==> src/rtl/add_slice_sched_if.sv <==
// Bundle of requester handshake, result and adder-slice signals for add_slice_sched.
// The slave side is the scheduler; the master side is the requesters plus the
// external 2-bit adder slice.
interface add_slice_sched_if #(
    parameter int WIDTH = 8
);
    // requester 0 / 1
    logic             req0;
    logic [WIDTH-1:0] a0;
    logic [WIDTH-1:0] b0;
    logic             cin0;
    logic             req1;
    logic [WIDTH-1:0] a1;
    logic [WIDTH-1:0] b1;
    logic             cin1;
    logic             gnt0;
    logic             gnt1;
    // status and result
    logic             busy;
    logic             done;
    logic             done_id;
    logic [WIDTH-1:0] sum;
    logic             cout;
    // shared external 2-bit adder slice
    logic [1:0]       ax;
    logic [1:0]       ay;
    logic             ac0;
    logic [1:0]       as;
    logic             ac;

    modport slave (
        input  req0, a0, b0, cin0, req1, a1, b1, cin1, as, ac,
        output gnt0, gnt1, busy, done, done_id, sum, cout, ax, ay, ac0
    );

    modport master (
        output req0, a0, b0, cin0, req1, a1, b1, cin1, as, ac,
        input  gnt0, gnt1, busy, done, done_id, sum, cout, ax, ay, ac0
    );
endinterface

==> src/rtl/add_slice_sched.sv <==
// Two-requester adder that time-shares one external 2-bit adder slice.
// A granted request is processed two bits per cycle (LSB digit first), then the
// registered result is presented with a one-cycle done pulse.
module add_slice_sched #(
    parameter int WIDTH = 8
) (
    input  logic              clk,
    input  logic              rst,
    add_slice_sched_if.slave  bus
);
    localparam int N_DIG = WIDTH / 2;
    localparam int K_W   = $clog2(N_DIG);

    typedef enum logic [1:0] {
        S_IDLE = 2'd0,
        S_RUN  = 2'd1,
        S_DONE = 2'd2
    } state_t;

    state_t           r_state;
    state_t           w_state_next;

    logic [K_W-1:0]   r_k;
    logic [WIDTH-1:0] r_a;
    logic [WIDTH-1:0] r_b;
    logic             r_cin;
    logic             r_id;
    logic             r_carry;
    logic             r_last;        // last winner; 1 after reset so req0 wins a tie
    logic [WIDTH-1:0] r_res;
    logic [WIDTH-1:0] r_sum;
    logic             r_cout;
    logic             r_done_id;

    logic             w_win;         // arbitration winner id when any request is up
    logic             w_gnt0;
    logic             w_gnt1;
    logic             w_last_step;
    logic [WIDTH-1:0] w_res_next;
    logic [1:0]       w_adig [N_DIG];
    logic [1:0]       w_bdig [N_DIG];

    // Split operands into 2-bit digits and merge the slice sum into the digit
    // addressed by the step counter.
    for (genvar gi = 0; gi < N_DIG; gi++) begin : g_dig
        assign w_adig[gi] = r_a[2*gi +: 2];
        assign w_bdig[gi] = r_b[2*gi +: 2];
        assign w_res_next[2*gi +: 2] = (r_k == K_W'(gi)) ? bus.as : r_res[2*gi +: 2];
    end

    // A lone request wins; a tie goes to the requester that did not win last.
    assign w_win       = (bus.req0 && bus.req1) ? ~r_last : bus.req1;
    assign w_last_step = (r_k == K_W'(N_DIG - 1));

    // State register.
    always_ff @(posedge clk) begin
        if (rst) begin
            r_state <= S_IDLE;
        end else begin
            r_state <= w_state_next;
        end
    end

    // Next-state and grant decode; reset suppresses grants in its own cycle.
    always_comb begin
        w_state_next = r_state;
        w_gnt0       = 1'b0;
        w_gnt1       = 1'b0;
        case (r_state)
            S_IDLE: begin
                if (!rst && (bus.req0 || bus.req1)) begin
                    w_state_next = S_RUN;
                    w_gnt0       = ~w_win;
                    w_gnt1       = w_win;
                end
            end
            S_RUN: begin
                if (w_last_step) begin
                    w_state_next = S_DONE;
                end
            end
            S_DONE: begin
                w_state_next = S_IDLE;
            end
            default: begin
                w_state_next = S_IDLE;
            end
        endcase
    end

    // Operand latch, digit-serial accumulation and result capture.
    always_ff @(posedge clk) begin
        if (rst) begin
            r_k       <= '0;
            r_a       <= '0;
            r_b       <= '0;
            r_cin     <= 1'b0;
            r_id      <= 1'b0;
            r_carry   <= 1'b0;
            r_last    <= 1'b1;
            r_res     <= '0;
            r_sum     <= '0;
            r_cout    <= 1'b0;
            r_done_id <= 1'b0;
        end else begin
            case (r_state)
                S_IDLE: begin
                    if (w_gnt0 || w_gnt1) begin
                        r_a     <= w_gnt1 ? bus.a1   : bus.a0;
                        r_b     <= w_gnt1 ? bus.b1   : bus.b0;
                        r_cin   <= w_gnt1 ? bus.cin1 : bus.cin0;
                        r_id    <= w_gnt1;
                        r_last  <= w_gnt1;
                        r_k     <= '0;
                        r_carry <= 1'b0;
                    end
                end
                S_RUN: begin
                    r_res   <= w_res_next;
                    r_carry <= bus.ac;
                    if (w_last_step) begin
                        r_k       <= '0;
                        r_sum     <= w_res_next;
                        r_cout    <= bus.ac;
                        r_done_id <= r_id;
                    end else begin
                        r_k <= r_k + K_W'(1);
                    end
                end
                default: begin
                end
            endcase
        end
    end

    // Slice drive is only active while stepping; zero otherwise.
    assign bus.ax  = (r_state == S_RUN) ? w_adig[r_k] : 2'b00;
    assign bus.ay  = (r_state == S_RUN) ? w_bdig[r_k] : 2'b00;
    assign bus.ac0 = (r_state == S_RUN) ? ((r_k == '0) ? r_cin : r_carry) : 1'b0;

    assign bus.gnt0    = w_gnt0;
    assign bus.gnt1    = w_gnt1;
    assign bus.busy    = (r_state != S_IDLE);
    assign bus.done    = (r_state == S_DONE);
    assign bus.sum     = r_sum;
    assign bus.cout    = r_cout;
    assign bus.done_id = r_done_id;
endmodule
==> src/flat_wrapper.sv <==
// flat-port wrapper written by rule: the top's interface ports become plain ports
module add_slice_sched_flat 
#(
    parameter int WIDTH = 8
)
  (clk, rst, bus_req0, bus_a0, bus_b0, bus_cin0, bus_req1, bus_a1, bus_b1, bus_cin1, bus_as, bus_ac, bus_gnt0, bus_gnt1, bus_busy, bus_done, bus_done_id, bus_sum, bus_cout, bus_ax, bus_ay, bus_ac0);
  add_slice_sched_if #(.WIDTH(WIDTH)) bus_i ();
  input  logic clk;
  input  logic rst;
  input wire logic [$bits(bus_i.req0)-1:0] bus_req0;
  input wire logic [$bits(bus_i.a0)-1:0] bus_a0;
  input wire logic [$bits(bus_i.b0)-1:0] bus_b0;
  input wire logic [$bits(bus_i.cin0)-1:0] bus_cin0;
  input wire logic [$bits(bus_i.req1)-1:0] bus_req1;
  input wire logic [$bits(bus_i.a1)-1:0] bus_a1;
  input wire logic [$bits(bus_i.b1)-1:0] bus_b1;
  input wire logic [$bits(bus_i.cin1)-1:0] bus_cin1;
  input wire logic [$bits(bus_i.as)-1:0] bus_as;
  input wire logic [$bits(bus_i.ac)-1:0] bus_ac;
  output wire logic [$bits(bus_i.gnt0)-1:0] bus_gnt0;
  output wire logic [$bits(bus_i.gnt1)-1:0] bus_gnt1;
  output wire logic [$bits(bus_i.busy)-1:0] bus_busy;
  output wire logic [$bits(bus_i.done)-1:0] bus_done;
  output wire logic [$bits(bus_i.done_id)-1:0] bus_done_id;
  output wire logic [$bits(bus_i.sum)-1:0] bus_sum;
  output wire logic [$bits(bus_i.cout)-1:0] bus_cout;
  output wire logic [$bits(bus_i.ax)-1:0] bus_ax;
  output wire logic [$bits(bus_i.ay)-1:0] bus_ay;
  output wire logic [$bits(bus_i.ac0)-1:0] bus_ac0;
  assign bus_i.req0 = bus_req0;
  assign bus_i.a0 = bus_a0;
  assign bus_i.b0 = bus_b0;
  assign bus_i.cin0 = bus_cin0;
  assign bus_i.req1 = bus_req1;
  assign bus_i.a1 = bus_a1;
  assign bus_i.b1 = bus_b1;
  assign bus_i.cin1 = bus_cin1;
  assign bus_i.as = bus_as;
  assign bus_i.ac = bus_ac;
  assign bus_gnt0 = bus_i.gnt0;
  assign bus_gnt1 = bus_i.gnt1;
  assign bus_busy = bus_i.busy;
  assign bus_done = bus_i.done;
  assign bus_done_id = bus_i.done_id;
  assign bus_sum = bus_i.sum;
  assign bus_cout = bus_i.cout;
  assign bus_ax = bus_i.ax;
  assign bus_ay = bus_i.ay;
  assign bus_ac0 = bus_i.ac0;
  add_slice_sched #(.WIDTH(WIDTH)) u_core (.clk(clk), .rst(rst), .bus(bus_i));
endmodule
==> config.mk <==
export PLATFORM = sky130hd
export DESIGN_NAME = add_slice_sched_flat
export DESIGN_NICKNAME = d
export VERILOG_FILES = /design/src/rtl/add_slice_sched_if.sv /design/src/rtl/add_slice_sched.sv /design/src/flat_wrapper.sv
export SDC_FILE = /design/constraint.sdc
export NUM_CORES = 1
export LEC_CHECK = 0
export ABC_AREA = 1
export CAP_MARGIN = 15
export CORE_MARGIN = 2
export CORE_UTILIZATION = 40
export CTS_CLUSTER_SIZE = 8
export DETAILED_ROUTE_END_ITERATION = 7
export GPL_TIMING_DRIVEN = 1
export HOLD_SLACK_MARGIN = 0.12
export PLACE_DENSITY = 0.78
export SYNTH_ARGS = -nofsm -noshare
export SYNTH_HDL_FRONTEND = slang
export SYNTH_SLANG_ARGS = --single-unit
==> constraint.sdc <==
create_clock -name clk -period 1.5 [get_ports clk]
set_input_delay 0.15 -clock clk [delete_from_list [all_inputs] [get_ports clk]]
set_output_delay 0.15 -clock clk [all_outputs]
set_load 0.02 [all_outputs]
---- Yosys cells after proc, flatten, opt, wreduce, memory -nomap -nowiden ----
Index checks and enable logic that the tools add are counted.
storage, ports and cells
  ROM bits ................................ 0
  register bits after elaboration ......... 42
  bits in latches ......................... 0
  bits of input ports ..................... 41
  memories ................................ 0
  output and inout bits ................... 19
  memory bits (writable) .................. 0
cells by class
  div/mod/pow operators ................... 0
  order comparisons ....................... 1
  $mul .................................... 0
  equal/unequal tests ..................... 8
  reduce and logical (&&, ||, !) cells .... 13
  shift-type cells ........................ 0
  add/subtract/negate cells ............... 1
  bitwise operators ....................... 3
  muxes and demuxes ....................... 30
operators with widths
  kind                                                    count
  two-way mux 2 bit                                       14
  two-way mux 8 bit                                       2
  two-way mux 1 bit                                       9
  binary-select mux 2 bit (select 2 bit)                  2
  one-hot mux 2 bit (2 select lines)                      2
  AND reduction 2 bit                                     4
  == test 2 bit (second input constant)                   3
  inequality test 2 x 1 -> 1 bit (second input constant)  3
  == test 2 x 1 -> 1 bit (second input constant)          2
  zero test 2 bit                                         2
  nonzero test 2 bit                                      2
  >= comparator 3 bit (second input constant)             1
  NOT 2 -> 3 bit                                          1
  adder 2 x 1 -> 2 bit (second input constant)            1
  logical AND 1 bit                                       2
  logical OR 1 bit                                        2
  NOT 1 bit                                               2
  one-hot mux 1 bit (2 select lines)                      1
  zero test 1 bit                                         1

---- Longest topological paths before layout ----
Gate-level depths: netlist of the first run.
  word-level depth ........................ 8
  mapped depth ............................ 8
  mapped depth without buffers ............ 8

---- Worst setup path before layout of the first run ----
OpenSTA, ideal clock, no wires.
  path kind ............................... reg-to-output
  start ................................... register u_core.r_k[0]
  end ..................................... output port bus_ax[0]
  path slack .............................. 0.127 ns
  path buffers ............................ 1
  cell stages (with the launch flop) ...... 6
  arrival time ............................ 1.223 ns
  path through ............................ dfxtp_1 clkbuf_1 nor2_1 nor2_1 o21ai_0 a21oi_1
on the way
  word-level cells in the longest chain between the ends .. 5
ends and longest elaborated chain
  item                                                   line                    RTL
  start: declaration                                     add_slice_sched.sv:23   logic [K_W-1:0] r_k;
  start signal: assignment                               add_slice_sched.sv:127  r_k <= r_k + K_W'(1);
  NOT 2 -> 3 bit (not written as such)                   add_slice_sched.sv:137  assign bus.ax = (r_state == S_RUN) ? w_adig[r_k] : 2'b00;
  binary-select mux 2 bit (select 2 bit)                 add_slice_sched.sv:137
  two-way mux 2 bit (not written as such) (2 in series)  add_slice_sched.sv:137
  two-way mux 2 bit                                      add_slice_sched.sv:137
  end: declaration                                       flat_wrapper.sv:27      output wire logic [$bits(bus_i.ax)-1:0] bus_ax;
No other way between the ends. The select of a mux whose other input is x is not followed.

---- Worst setup path after layout of the first run ----
  start ................................... register u_core.r_k[0]
  end ..................................... output port bus_ay[1]
on the way
  word-level cells in the longest chain between the ends .. 5
ends and longest elaborated chain
  item                                                   line                    RTL
  NOT 2 -> 3 bit (not written as such)                   add_slice_sched.sv:138  assign bus.ay = (r_state == S_RUN) ? w_bdig[r_k] : 2'b00;
  binary-select mux 2 bit (select 2 bit)                 add_slice_sched.sv:138
  two-way mux 2 bit (not written as such) (2 in series)  add_slice_sched.sv:138
  two-way mux 2 bit                                      add_slice_sched.sv:138
  end: declaration                                       flat_wrapper.sv:28      output wire logic [$bits(bus_i.ay)-1:0] bus_ay;
No other way between the ends. The select of a mux whose other input is x is not followed.

==> reports/metrics.cfg, run 1 <==
[cells_and_area]
insertedDiodeCount=0
fin_util=0.589
post-route-cell-area_mm2=0.00299
areaGrowthSynthToFinish_pct=43.0
final-instance-count-excl-fill=442
final_nets=416
drive_gt1_frac=0.196
fill_cells=479

[worst_hold_path]
hold_class=in2reg
hp-start=bus_ac
holdPathStages=3
hold_path_end=u_core.bus.cout

[worst_setup_path]
worstSetupPathType=reg2out
critical_path_buf_inv_count=2
worstPathArrival_ns=1.35
crit_path_max_incr_delay_ns=0.38
rr_worst_depth=6
cp.required_ns=1.35
cp-end-kind=output port
worstPathCellList=buf_6, nor2_1, nor2_1, o21ai_1, a21oi_1, buf_4
cp_top_family=flip-flops
r2r_end=u_core.bus.sum[0]
rrSetupSlack_ns=0.11
crit_fanout=5
crit_top_cell=nor2_1
cpMaxStageDelayCell=dfxtp_4
cp-start-kind=flip-flop
worstReg2RegStart=u_core.r_k[0]

[power_and_ir_drop]
cellPowerDensity_mw_per_mm2=849
ir_worst_vdd_mv=0.444
p_leak_nw=1.33

[synthesis]
yosysUniqueCellTypes=20
syn_area_mm2=0.00209
synth_cells=298
yosys_warnings=0
ys_seq_area_frac=0.383
ys_seq_elements=40
synth_nets=343
synth_area_per_cell_um2=7.02

[floorplanning]
start_util=0.412
rows=26
num_io_pins=60
fp.coreArea_mm2=0.00507
die_area_mm2=0.00582
die_x_um=76.3
fp.dieH_um=76.3

[sta]
fmax_ghz=0.667
hold_slack_ns=0.455
slew_headroom=0.740
fin_crit_ns=1.50
setup_violations=0
setup_ws_ns=0.00175
slew_violations=0
rsz0062_at_grt=true
hold_viol=0
min_period_over_period=0.999
worst_pin_slew_ns=0.388
finClkSkew_ns=0.00498

[global_routing]
grt_first_pass_wirelength_um=8500
track_usage=0.178
antenna_found_initial=0
grt_overflow=0
grt_pass1_vias=1986
grt_max_degree=30

[place]
pre_cts_slack_ns=-0.313
routabilityCongestion=0.808
port_buffers=59
post_dp_cell_area_mm2=0.00288
hpwl_um=3800
placedCellCount=434

[clocking]
cts_hold_buffers=0
cts.clk_slew.worst_paths_ns=0.07
cts_made_buffers=5
clockRootBuffer=clkbuf_8
cts_tree=done
cts_htree_levels=2
numClockSinks=40
clock_latency_ns=0.29
clk_path_buf_depth=2

[route]
first_iter_violations=82
drt_first_pass_iters=4
postRouteAntennaNets=0
vias=2155
drc=0
drt-wirelength-per-cell_um=11.6
drt_wl_total_um=5110
post_drt_via_cell_ratio=4.88

[flow_run]
maxCapViolCount=0

[outcome]
status=complete, no violations

-- flip-flops by register name, indices dropped and copies added (netlist names) --
signal and cells:
u_core.bus.cout 1, u_core.bus.done_id 1, u_core.bus.sum 8, u_core.r_a 8
u_core.r_b 8, u_core.r_carry 1, u_core.r_cin 1, u_core.r_id 1
u_core.r_k 2, u_core.r_last 1, u_core.r_res 6, u_core.r_state 2
-- cells in the final DEF, fill, tap and decap left out, types with 2 or more instances in the layout --
master / instances
ha_1: 3
nor2_4: 4
nor2_2: 3
o21ai_0: 15
buf_2: 2
nand3_1: 16
buf_6: 4
a21oi_1: 14
dfxtp_2: 2
dfxtp_1: 37
clkbuf_8: 6
o21ai_1: 15
buf_4: 23
clkbuf_1: 2
buf_12: 2
nor3_2: 13
clkdlybuf4s50_1: 50
nor2_1: 43
inv_2: 9
dlygate4sd2_1: 2
inv_1: 25
nand4_1: 21
nand2_1: 54
-- synthesized netlist by cell type, drive strengths merged --
master,instances,area [um^2]
nand2,54,203
nor2,50,213
dfxtp,40,801
inv,34,128
o21ai,31,155
nand4,21,131
nand3,17,97.6
a21oi,15,75.1
buf,13,77.6
nor3,13,130
clkbuf,4,15.0
ha,4,50.1
a211oi,1,7.51
o21a,1,7.51
-- cell families after synthesis --
| family | share of synthesized area |
|---|---|
| AOI/OAI and AO/OA | 0.117 |
| adders and majority gates | 0.0239 |
| buffers and inverters | 0.105 |
| DFF | 0.383 |
| and+or+nand+nor | 0.370 |
-- layout make-up --
cell class                      instances  area (um^2)  area share
Clock buffer                            8         90.1      0.0301
Inverter                               34          128      0.0427
Sequential cell                        40          807       0.270
Multi-Input combinational cell        207         1090       0.365
Timing Repair Buffer                   83          786       0.263
Tap cell                               70         87.6      0.0293
-- layer usage --
metal  up-vias  global-route usage  part of all wire
met5         -                   0                 0
met4         0              0.0709             0.021
met3        13              0.0344             0.046
met2        57               0.317              0.51
met1       966               0.210              0.42
li1       1119                   -                 -
-- worst max-delay path by stage --
stage	slack, ns	endpoint	cells after the start	start
4_1_cts	-0.02	bus_ay[1]	6	u_core.r_k[0]
3_5_place_dp	-0.31	bus_gnt1	6	bus_req1
2_1_floorplan	0.13	bus_ax[0]	5	u_core.r_k[0]
5_1_grt	-0.08	bus_ay[0]	6	u_core.r_k[0]
3_3_place_gp	-0.25	bus_gnt1	6	bus_req1
6_report	0.002	bus_ay[1]	6	u_core.r_k[0]
-- power by group --
group	total, mW	leakage (nW)	internal (mW)	switching [mW]
logic	0.659	0.953	0.308	0.351
clock network	0.717	0.0455	0.375	0.342
registers	1.16	0.328	1.13	0.0374
total	2.54	1.33	1.81	0.731
-- per-stage QoR --
stage               power (mW)  TNS, ns
floorplan                 1.54        0
global placement          1.81    -2.23
detailed placement        1.82    -3.14
CTS                       2.52  -0.0235
global route              2.66   -0.217
finish                    2.54        0
-- worst reg2reg max path: stages (launching register included) --
cell and delay, ns:
dfxtp_4 0.36, buf_6 0.12, buf_4 0.13, ha_1 0.23, nand2_1 0.26, nand3_1 0.12, o21ai_1 0.09
-- what timing repair did --
action,4_1_cts,5_1_grt
resized for setup,36,21
endpoints found under the setup margin,9,7
pin swaps,1,5
setup buffers,0,0
No activity file was read; power rests on OpenSTA's default activity.
==> run 2: changes to the inputs <==
CAP_MARGIN = 10   (was 15)
SKIP_LAST_GASP = 1   (was default)
==> run 2 against run 1 <==
Compared with the run above: global-route usage unchanged; clock power is essentially flat; worst setup slack unchanged; register-to-register slack hardly changed; wire length did not move; clock skew did not move; count of clock-buffer cells in the layout did not move; maximum frequency did not move; critical path type unchanged; largest cell class unchanged; largest power group unchanged.
==> reports/metrics.cfg, run 2 (synthesized netlist as in run 1, its figures left out) <==
[worst_setup_path]
worstPathArrival_ns=1.35
worstReg2RegStart=u_core.r_k[0]
crit_fanout=5
cp.required_ns=1.35
rr_worst_depth=6
cp-start-kind=flip-flop
r2r_end=u_core.bus.sum[0]
worstSetupPathType=reg2out
rrSetupSlack_ns=0.11
cp-end-kind=output port

[cells_and_area]
fill_cells=479
drive_gt1_frac=0.196
fin_util=0.589
final_common_cell=nand2_1
insertedDiodeCount=0
final_nets=416
seqCellArea_um2=807
multi_input_area_mm2=0.00109
final_cell_mix=54 x nand2_1, 50 x clkdlybuf4s50_1, 43 x nor2_1
areaGrowthSynthToFinish_pct=43.0

[worst_hold_path]
hold_path_end=u_core.bus.cout
holdPathStages=3
hp-start=bus_ac
hold_class=in2reg

[clocking]
clockRootBuffer=clkbuf_8
clk_path_buf_depth=2
cts.clk_slew.worst_paths_ns=0.07
cts_tree=done
numClockSinks=40
cts_hold_buffers=0
cts_htree_levels=2
cts_made_buffers=5
cts_setup_buffers=0
clock_latency_ns=0.29

[global_routing]
grt_first_pass_wirelength_um=8500
track_usage=0.178
grt-busiest-layer=met2
antenna_found_initial=0
grt_overflow=0
grt_pass1_vias=1986
grt_use_met3=0.0344
use_met1=0.210
grt_max_degree=30
grtUsageMet2=0.317

[floorplanning]
start_util=0.412
die_x_um=76.3
fp.dieH_um=76.3
num_io_pins=60
fp.coreArea_mm2=0.00507
rows=26
die_area_mm2=0.00582

[sta]
setup_violations=0
min_period_over_period=0.999
slew_headroom=0.740
finClkSkew_ns=0.00498
worst_pin_slew_ns=0.388
hold_slack_ns=0.455
fin_crit_ns=1.50
slew_violations=0
hold_viol=0
fmax_ghz=0.667
rsz0062_at_grt=true

[route]
postRouteAntennaNets=0
drt_wl_total_um=5110
vias=2155
post_drt_via_cell_ratio=4.88
drt_first_pass_iters=4
drc=0
first_iter_violations=82
drt-wirelength-per-cell_um=11.6

[power_and_ir_drop]
p_comb_frac=0.260
cellPowerDensity_mw_per_mm2=849
switchingPower_mw=0.731
clkPwrFrac=0.282
power.share.sequential=0.458
p_leak_nw=1.33
ir_worst_vdd_mv=0.444
swShare=0.288
internal-power_mw=1.81

[place]
port_buffers=59
routabilityCongestion=0.808
hpwl_um=3800

[flow_run]
maxCapViolCount=0

[outcome]
status=complete, no violations

-- run 2: stage by stage --
| step | instance area (um^2) | power [mW] | TNS (ns) | cells | setup WS, ns |
|---|---|---|---|---|---|
| floorplan | 2090 | 1.54 | 0 | 298 | 0.127 |
| global placement | 2880 | 1.81 | -2.23 | 434 | -0.248 |
| detailed placement | 2880 | 1.82 | -3.14 | 434 | -0.313 |
| CTS | 2950 | 2.52 | -0.125 | 442 | -0.125 |
| global route | 2990 | 2.66 | -0.217 | 442 | -0.0750 |
| finish | 2990 | 2.54 | 0 | 442 | 0.00175 |
-- run 2: worst max-delay path: stages (launching register included) --
cell and delay (ns):
dfxtp_4 0.38, buf_6 0.12, nor2_1 0.04, nor2_1 0.07, o21ai_1 0.08, a21oi_1 0.20, buf_4 0.17
-- run 2: metal layers --
layer / part of all wire / vias up
met5: 0 / -
met4: 0.021 / 0
met3: 0.046 / 13
met2: 0.51 / 57
met1: 0.42 / 966
li1: - / 1119
-- run 2: power by group through the flow --
stage	Sequential [mW]	Combinational, mW	Clock (mW)
final	1.16	0.659	0.717
after global routing	1.17	0.731	0.765
after CTS	1.16	0.633	0.728
after detailed placement	1.18	0.641	0
after global placement	1.18	0.630	0
after floorplan	1.18	0.358	0
-- run 2: area by class of cell --
class                   instances  area share
clock buffers                   8      0.0301
inverters                      34      0.0427
multi-input cells             207       0.365
flip-flops and latches         40       0.270
well taps                      70      0.0293
repair buffers                 83       0.263
-- run 2: repair_timing --
item / CTS / global route
pin swaps: 1 / 5
resized for setup: 35 / 22
setup endpoints to repair: 9 / 7
-- run 2: worst max path at each step --
stage                        from   endpoint
finish              u_core.r_k[0]  bus_ay[1]
global route        u_core.r_k[0]  bus_ay[0]
CTS                 u_core.r_k[0]  bus_ay[1]
detailed placement       bus_req1   bus_gnt1
global placement         bus_req1   bus_gnt1
floorplan           u_core.r_k[0]  bus_ax[0]
